===== src/rtl/mem_wb_stage_pkg.sv =====
// mem_wb_stage_pkg: shared processor types for the memory/write-back boundary
package mem_wb_stage_pkg;

    typedef enum logic [2:0] {
        SEQ_IDLE      = 3'd0,
        SEQ_POP_FLAGS = 3'd1,
        SEQ_POP_LO    = 3'd2,
        SEQ_POP_HI    = 3'd3,
        SEQ_WAIT      = 3'd4,
        SEQ_REDIRECT  = 3'd5
    } seq_state_e;

    typedef enum logic {
        WB_SRC_ALU = 1'b0,
        WB_SRC_MEM = 1'b1
    } wb_src_e;

    // Fixed successor of every active sequencer state; IDLE only leaves on a start
    function automatic seq_state_e seq_next(input seq_state_e s);
        case (s)
            SEQ_POP_FLAGS: return SEQ_POP_LO;
            SEQ_POP_LO:    return SEQ_POP_HI;
            SEQ_POP_HI:    return SEQ_WAIT;
            SEQ_WAIT:      return SEQ_REDIRECT;
            default:       return SEQ_IDLE;
        endcase
    endfunction

endpackage


===== src/rtl/mem_wb_stage_return_sequencer.sv =====
// return_sequencer: pops flags and a 32-bit return PC from the stack for ret/rti
module return_sequencer
    import mem_wb_stage_pkg::*;
(
    input  logic       i_clk,
    input  logic       i_rst_n,
    input  logic       i_start_ret,
    input  logic       i_start_rti,
    input  logic       i_flush,
    input  logic [2:0] i_pop_data,
    output logic       o_busy,
    output logic       o_pop_req,
    output logic       o_pc_choose_memory,
    output logic       o_flags_restore_en,
    output logic [2:0] o_flags_restore
);

    seq_state_e r_state;
    seq_state_e w_next;
    logic       r_pop_req;
    logic       r_pc_choose;
    logic       r_flags_en;

    // Next state: flush aborts any sequence, rti outranks ret when starting
    always_comb begin
        w_next = i_flush ? SEQ_IDLE :
                 (r_state != SEQ_IDLE) ? seq_next(r_state) :
                 i_start_rti ? SEQ_POP_FLAGS :
                 i_start_ret ? SEQ_POP_LO : SEQ_IDLE;
    end

    // State plus outputs registered from the state being entered
    always_ff @(posedge i_clk or negedge i_rst_n) begin
        if (!i_rst_n) begin
            r_state     <= SEQ_IDLE;
            r_pop_req   <= 1'b0;
            r_pc_choose <= 1'b0;
            r_flags_en  <= 1'b0;
        end else begin
            r_state     <= w_next;
            r_pop_req   <= (w_next == SEQ_POP_FLAGS) || (w_next == SEQ_POP_LO) || (w_next == SEQ_POP_HI);
            r_pc_choose <= (w_next == SEQ_REDIRECT);
            r_flags_en  <= (w_next == SEQ_POP_LO) && (r_state == SEQ_POP_FLAGS);
        end
    end

    // Flags pop data arrives one cycle after its pop, i.e. during POP_LO of an rti
    assign o_busy             = (r_state != SEQ_IDLE);
    assign o_pop_req          = r_pop_req;
    assign o_pc_choose_memory = r_pc_choose;
    assign o_flags_restore_en = r_flags_en;
    assign o_flags_restore    = r_flags_en ? i_pop_data : 3'b000;

endmodule


===== src/rtl/mem_wb_stage.sv =====
// mem_wb_stage: memory/write-back pipeline register with return sequencing
module mem_wb_stage
    import mem_wb_stage_pkg::*;
#(
    parameter int DATA_W = 16,
    parameter int REG_AW = 3
) (
    input  logic              i_clk,
    input  logic              i_rst_n,
    input  logic              i_mem_valid,
    input  logic [DATA_W-1:0] i_alu_result,
    input  logic [DATA_W-1:0] i_mem_data,
    input  logic [REG_AW-1:0] i_rdst,
    input  logic              i_reg_write,
    input  logic              i_wb_src_select,
    input  logic              i_ret_op,
    input  logic              i_rti_op,
    input  logic              i_flush,
    output logic              o_wb_en,
    output logic [REG_AW-1:0] o_wb_addr,
    output logic [DATA_W-1:0] o_wb_data,
    output logic              o_seq_busy,
    output logic              o_pop_req,
    output logic              o_pc_choose_memory,
    output logic              o_flags_restore_en,
    output logic [2:0]        o_flags_restore
);

    logic              w_seq_active;
    logic              w_capture;
    logic              w_is_return;
    logic              w_start_ret;
    logic              w_start_rti;
    logic [DATA_W-1:0] w_wb_data;
    logic              r_wb_en;
    logic [REG_AW-1:0] r_wb_addr;
    logic [DATA_W-1:0] r_wb_data;

    // Capture is blocked while the sequencer stalls upstream or a flush is pending
    always_comb begin
        w_is_return = i_ret_op | i_rti_op;
        w_capture   = i_mem_valid & ~w_seq_active & ~i_flush;
        w_start_rti = w_capture & i_rti_op;
        w_start_ret = w_capture & i_ret_op & ~i_rti_op;
        w_wb_data   = (wb_src_e'(i_wb_src_select) == WB_SRC_MEM) ? i_mem_data : i_alu_result;
    end

    // Write port holds one cycle; returns never write the register file
    always_ff @(posedge i_clk or negedge i_rst_n) begin
        if (!i_rst_n) begin
            r_wb_en   <= 1'b0;
            r_wb_addr <= '0;
            r_wb_data <= '0;
        end else begin
            r_wb_en <= w_capture & i_reg_write & ~w_is_return;
            if (w_capture) begin
                r_wb_addr <= i_rdst;
                r_wb_data <= w_wb_data;
            end
        end
    end

    return_sequencer u_seq (
        .i_clk              (i_clk),
        .i_rst_n            (i_rst_n),
        .i_start_ret        (w_start_ret),
        .i_start_rti        (w_start_rti),
        .i_flush            (i_flush),
        .i_pop_data         (i_mem_data[2:0]),
        .o_busy             (w_seq_active),
        .o_pop_req          (o_pop_req),
        .o_pc_choose_memory (o_pc_choose_memory),
        .o_flags_restore_en (o_flags_restore_en),
        .o_flags_restore    (o_flags_restore)
    );

    // Stall starts in the very cycle a return is accepted so upstream freezes at once
    assign o_seq_busy = i_rst_n & (w_seq_active | w_start_ret | w_start_rti);
    assign o_wb_en    = r_wb_en;
    assign o_wb_addr  = r_wb_addr;
    assign o_wb_data  = r_wb_data;

endmodule


===== config.mk =====
export PLATFORM = sky130hd
export DESIGN_NAME = mem_wb_stage
export DESIGN_NICKNAME = d
export VERILOG_FILES = /design/src/rtl/mem_wb_stage_pkg.sv /design/src/rtl/mem_wb_stage_return_sequencer.sv /design/src/rtl/mem_wb_stage.sv
export SDC_FILE = /design/constraint.sdc
export NUM_CORES = 1
export LEC_CHECK = 0
export ABC_AREA = 1
export BUFFER_PORTS_ARGS = -buffer_cell sky130_fd_sc_hd__clkbuf_2
export CAP_MARGIN = 10
export CORE_AREA = 2 2 62 64
export DETAILED_ROUTE_END_ITERATION = 10
export DIE_AREA = 0 0 64 66
export GPL_TIMING_DRIVEN = 0
export PLACE_DENSITY_LB_ADDON = 0.12
export SYNTH_ARGS = -nofsm -noshare
export SYNTH_HDL_FRONTEND = slang
export SYNTH_SLANG_ARGS = --single-unit
export TNS_END_PERCENT = 50

===== constraint.sdc =====
create_clock -name i_clk -period 3.3 [get_ports i_clk]
set_clock_uncertainty 0.05 [all_clocks]
set_input_delay 0.99 -clock i_clk [delete_from_list [all_inputs] [get_ports i_clk]]
set_output_delay 0.99 -clock i_clk [all_outputs]
set_load 0.05 [all_outputs]

-- After elaboration in Yosys (flattened, before gate mapping)
Cells that the tools add are included.
- input bits: 43
- bits in registers: 26
- output and inout bits: 27
- logic and storage cells: 41
- bitwise gates (word level): 15
- muxes and demuxes: 7
- reductions and logical operators: 4
- equal/unequal tests: 8
- operators with widths (cell ; number):
    2-to-1 mux 16 bit ; 1
    == test 3 x 2 -> 1 bit (second input constant) ; 4
    2-to-1 mux 3 bit ; 4
    one-hot mux 3 bit (4 select lines) ; 1
    bitwise AND 1 bit ; 8
    == test 3 x 1 -> 1 bit (second input constant) ; 2
    == test 3 bit (second input constant) ; 2
    NOT 1 bit ; 4
    bitwise OR 1 bit ; 3
    nonzero test 3 bit ; 1
    logical OR 1 bit ; 2
    2-to-1 mux 2 bit ; 1
    logical AND 1 bit ; 1

-- Longest topological paths before layout
- depth in word-level cells: 13
- depth in mapped cells: 6

-- Cells and area by module
A second synthesis with hierarchy kept.
- cell total of the unflattened synthesis: 183
- area total of the unflattened synthesis: 1342.5 um2
- by module, submodules not included (module ; instances ; cells each ; seq. area each (um2) ; area an instance (um2)):
    mem_wb_stage ; 1 ; 146 ; 500.5 ; 1039.7
    return_sequencer ; 1 ; 37 ; 150.1 ; 302.8

-- Worst setup path before layout
No wires, ideal clock.
- kind: input to output
- start: input i_flush
- end: output o_seq_busy
- arrival time: 1.959 ns
- setup slack: 0.301 ns
- stages on the path: 5
- cells stage by stage: inv_2 nand2_2 nor2_1 nor2_1 nor2_1
- longest elaborated chain between the ends: 7
- elaborated cells on any way between the ends: 8
- those cells by class: bitwise (8)
- RTL lines (what ; line ; source):
    from (decl) ; mem_wb_stage.sv:18 ; input logic i_flush,
    NOT 1 bit * ; mem_wb_stage.sv:42 ; w_capture = i_mem_valid & ~w_seq_active & ~i_flush;
    bitwise AND 1 bit * ; mem_wb_stage.sv:42 ;
    bitwise AND 1 bit (2 in a row) ; mem_wb_stage.sv:44 ; w_start_ret = w_capture & i_ret_op & ~i_rti_op;
    bitwise OR 1 bit ; mem_wb_stage.sv:78 ; assign o_seq_busy = i_rst_n & (w_seq_active | w_start_ret | w_start_rti);
    bitwise OR 1 bit * ; mem_wb_stage.sv:78 ;
    bitwise AND 1 bit * ; mem_wb_stage.sv:78 ;
    to (decl) ; mem_wb_stage.sv:22 ; output logic o_seq_busy,
Every way passes the cells marked *; elsewhere a longest branch is shown, timed or not.

-- Worst setup path after layout
- start: input i_rst_n
- end: output o_seq_busy
- longest elaborated chain between the ends: 1
- RTL lines (what ; line ; source):
    from (decl) ; mem_wb_stage.sv:9 ; input logic i_rst_n,
    bitwise AND 1 bit ; mem_wb_stage.sv:78 ;
Every way passes these cells.

==> metrics.csv <==
stage,metric,value,unit
critical_path,max_stage_delay,0.51,ns
route,ant_nets,0,
sta,rsz0062_at_grt,no,
critical_path,cp-start-kind,input port,
global_routing,antenna_found_initial,0,
critical_path,r2r_cells,5,
floorplanning,num_rows,22,
yosys,synth_area_leaders,"dfrtp_1 48%, nand2_1 18%, o21ai_0 13%, inv_1 7.5%, buf_6 3.3%",
floorplanning,start_util,38.1,%
placed_design,routabilityCongestion,0.783,
yosys,synthesis.yosys.warnings,0,
yosys,ys_types,18,
final_layout,area_growth,33.9,%
yosys,synth_area,1350,sq um
sta,finalSetupViolCount,0,
pwr,powerDensity,853,nW/um^2
sta,worstMarginPinSlew,0.659,ns
final_layout,diodes,0,
sta,max_slew_margin,56.0,%
critical_path,cp.required,2.26,ns
global_routing,grt_pass1_vias,1222,
clock_network,cts_setup_buffers,0,
critical_path,worstSetupPathType,in2out,
clock_network,cts_buffer_depth,2,
placed_design,placed_cells,298,
global_routing,overflow,0,
sta,period_share,91.8,%
clock_network,clock_latency,0.33,ns
yosys,ys_seq_elements,26,
critical_path,timing.rr.end,o_wb_data[14],
run,cap_violations,0,
critical_path,r2r_slack,2.01,ns
yosys,synth_fp_nets,224,
final_layout,final_common_cell,clkbuf_2,
critical_path,crit_path_frequent_cell,clkbuf_2,
placed_design,pre_cts_ws,0.201,ns
pwr,leakage,1.11,nW
sta,finalHoldViolCount,0,
critical_path,slowest_stage,clkbuf_2,
final_layout,stdcell_count,302,
sta,period_minus_slack,3.03,ns
route,vias,1336,
final_layout,layout.nets,298,
placed_design,place_hpwl,2500,um
critical_path,crit_path_end,o_seq_busy,
clock_network,htreeDepth,1,
critical_path,critPathArrivalTime,1.99,ns
sta,fmax,0.330,GHz
sta,holdWs,0.448,ns
final_layout,mostFrequentLayoutCells,"70 x clkbuf_2, 64 x nand2_1, 34 x o21ai_0",
clock_network,clk_pin_slew_worst_paths,0.16,ns
clock_network,cts_tree,built,
clock_network,cts_hold_buf,0,
hold_path,hold_class,reg2reg,
floorplanning,fp.dieH,66,um
sta,drv_slew,0,
critical_path,critPathTopFamily,buffers and inverters,
critical_path,regToRegStartpoint,u_seq.r_state[0],
yosys,yosysTopAreaCell,dfrtp_1,
clock_network,cts_resized,0,
pwr,peakVddDrop,0.433,mV
route,drtIter0Drc,77,
run_status,status,completed,
sta,worst_slack,0.272,ns
floorplanning,die_w,64,um
clock_network,cts.sinks,26,
global_routing,grt_use_total,17.0,%
critical_path,cp.depth,4,
floorplanning,io_pins,70,
critical_path,startpoint,i_rst_n,
route,routed_wl,3280,um
critical_path,worst-path-buf-inv,3,
route,wl_per_cell,10.9,um
route,drc,0,
floorplanning,dieArea,4220,sq um
yosys,yosysSeqAreaShare,48.1,%
critical_path,path_max_fanout,27,
yosys,avgSynthCellArea,7.47,sq um
route,viasPerCell,4.42,
route,first_pass_iters,4,
critical_path,crit_chain,clkbuf_2 > inv_1 > nor2_1 > clkbuf_2,
global_routing,grt_start_max_net_pins,28,
final_layout,final_layout_size_suffix_gt1_share,33.9,%
critical_path,critPathCaptureType,output port,
floorplanning,core_area,3550,sq um
clock_network,ctsRootBufferMaster,clkbuf_4,
global_routing,grt_first_pass_wirelength,5640,um
sta,tns,0,ns
yosys,netlist_instances,181,
yosys,yosysTopAreaCellShare,48.1,%
clock_network,cts_made_buffers,3,
placed_design,portBuffers,69,
-- stage by stage --
| step | area [sq um] | total power [mW] | utilization (%) |
|---|---|---|---|
| after CTS | 1810 | 1.56 | 51.0 |
| final | 1810 | 1.54 | 51.0 |
| after global placement | 1760 | 1.33 | 49.5 |
| after detailed placement | 1760 | 1.34 | 49.5 |
| after floorplan | 1350 | 1.13 | - |
| after global routing | 1810 | 1.65 | 51.0 |
-- kinds of logic after synthesis --
group | Yosys count | share of synthesized area, %
AO/OA/AOI/OAI | 38 | 14.2
buffers and inverters | 37 | 12.9
flip-flops | 26 | 48.1
AND/OR/NAND/NOR | 80 | 24.8
-- worst reg2reg max path, delay by kind of cell (launching register included) --
family | cells | cell delay, ns
flip-flops | 1 | 0.47
AND/OR/NAND/NOR | 3 | 0.35
AO/OA/AOI/OAI | 1 | 0.16
buffers and inverters | 1 | 0.15
-- worst min path at each step --
stage | from | to | cells after the start
6_report | o_wb_data[3] | o_wb_data[3] | 2
5_1_grt | o_wb_data[3] | o_wb_data[3] | 2
4_1_cts | o_wb_data[5] | o_wb_data[5] | 2
3_5_place_dp | o_wb_data[5] | o_wb_data[5] | 2
3_3_place_gp | o_wb_data[5] | o_wb_data[5] | 2
2_1_floorplan | u_seq.r_state[2] | u_seq.o_pc_choose_memory | 2
-- cells in the mapped netlist (all sizes together) --
library cell / count
nor2: 8
o21ai: 37
dfrtp: 26
nand4: 2
a31oi: 1
inv: 28
nand2: 66
clkbuf: 2
nor3: 1
buf: 7
nand3: 3
-- final cells by class --
type                    instances  area, sq um
inverters                      28          105
plain buffers                   9         68.8
clock buffers                   3         22.5
multi-input cells             118          527
fillers                       377         1740
repair buffers                 69          345
well taps                      48         60.1
clock inverters                 1         30.0
flip-flops and latches         26          651
-- flip-flops by register name (all words and copies together), names as in the netlist --
signal	flops
u_seq.o_pc_choose_memory	1
u_seq.o_pop_req	1
u_seq.o_flags_restore_en	1
o_wb_data	16
o_wb_en	1
o_wb_addr	3
u_seq.r_state	3
-- power breakdown --
part	switching [mW]	total, mW	internal (mW)
logic	0.633	0.826	0.193
registers	0.0627	0.498	0.435
clock network	0.0977	0.221	0.123
total	0.794	1.54	0.750
-- metal layers --
| metal | global-route usage (%) | vias to the layer above | routed length, um |
|---|---|---|---|
| met2 | 26.3 | 37 | 1560 |
| met3 | 2.04 | 2 | 163 |
| li1 | - | 703 | - |
| met5 | 0 | - | 0 |
| met1 | 24.6 | 594 | 1540 |
| met4 | 5.71 | 0 | 22 |
Note: power is estimated with default switching activity, not from simulation.
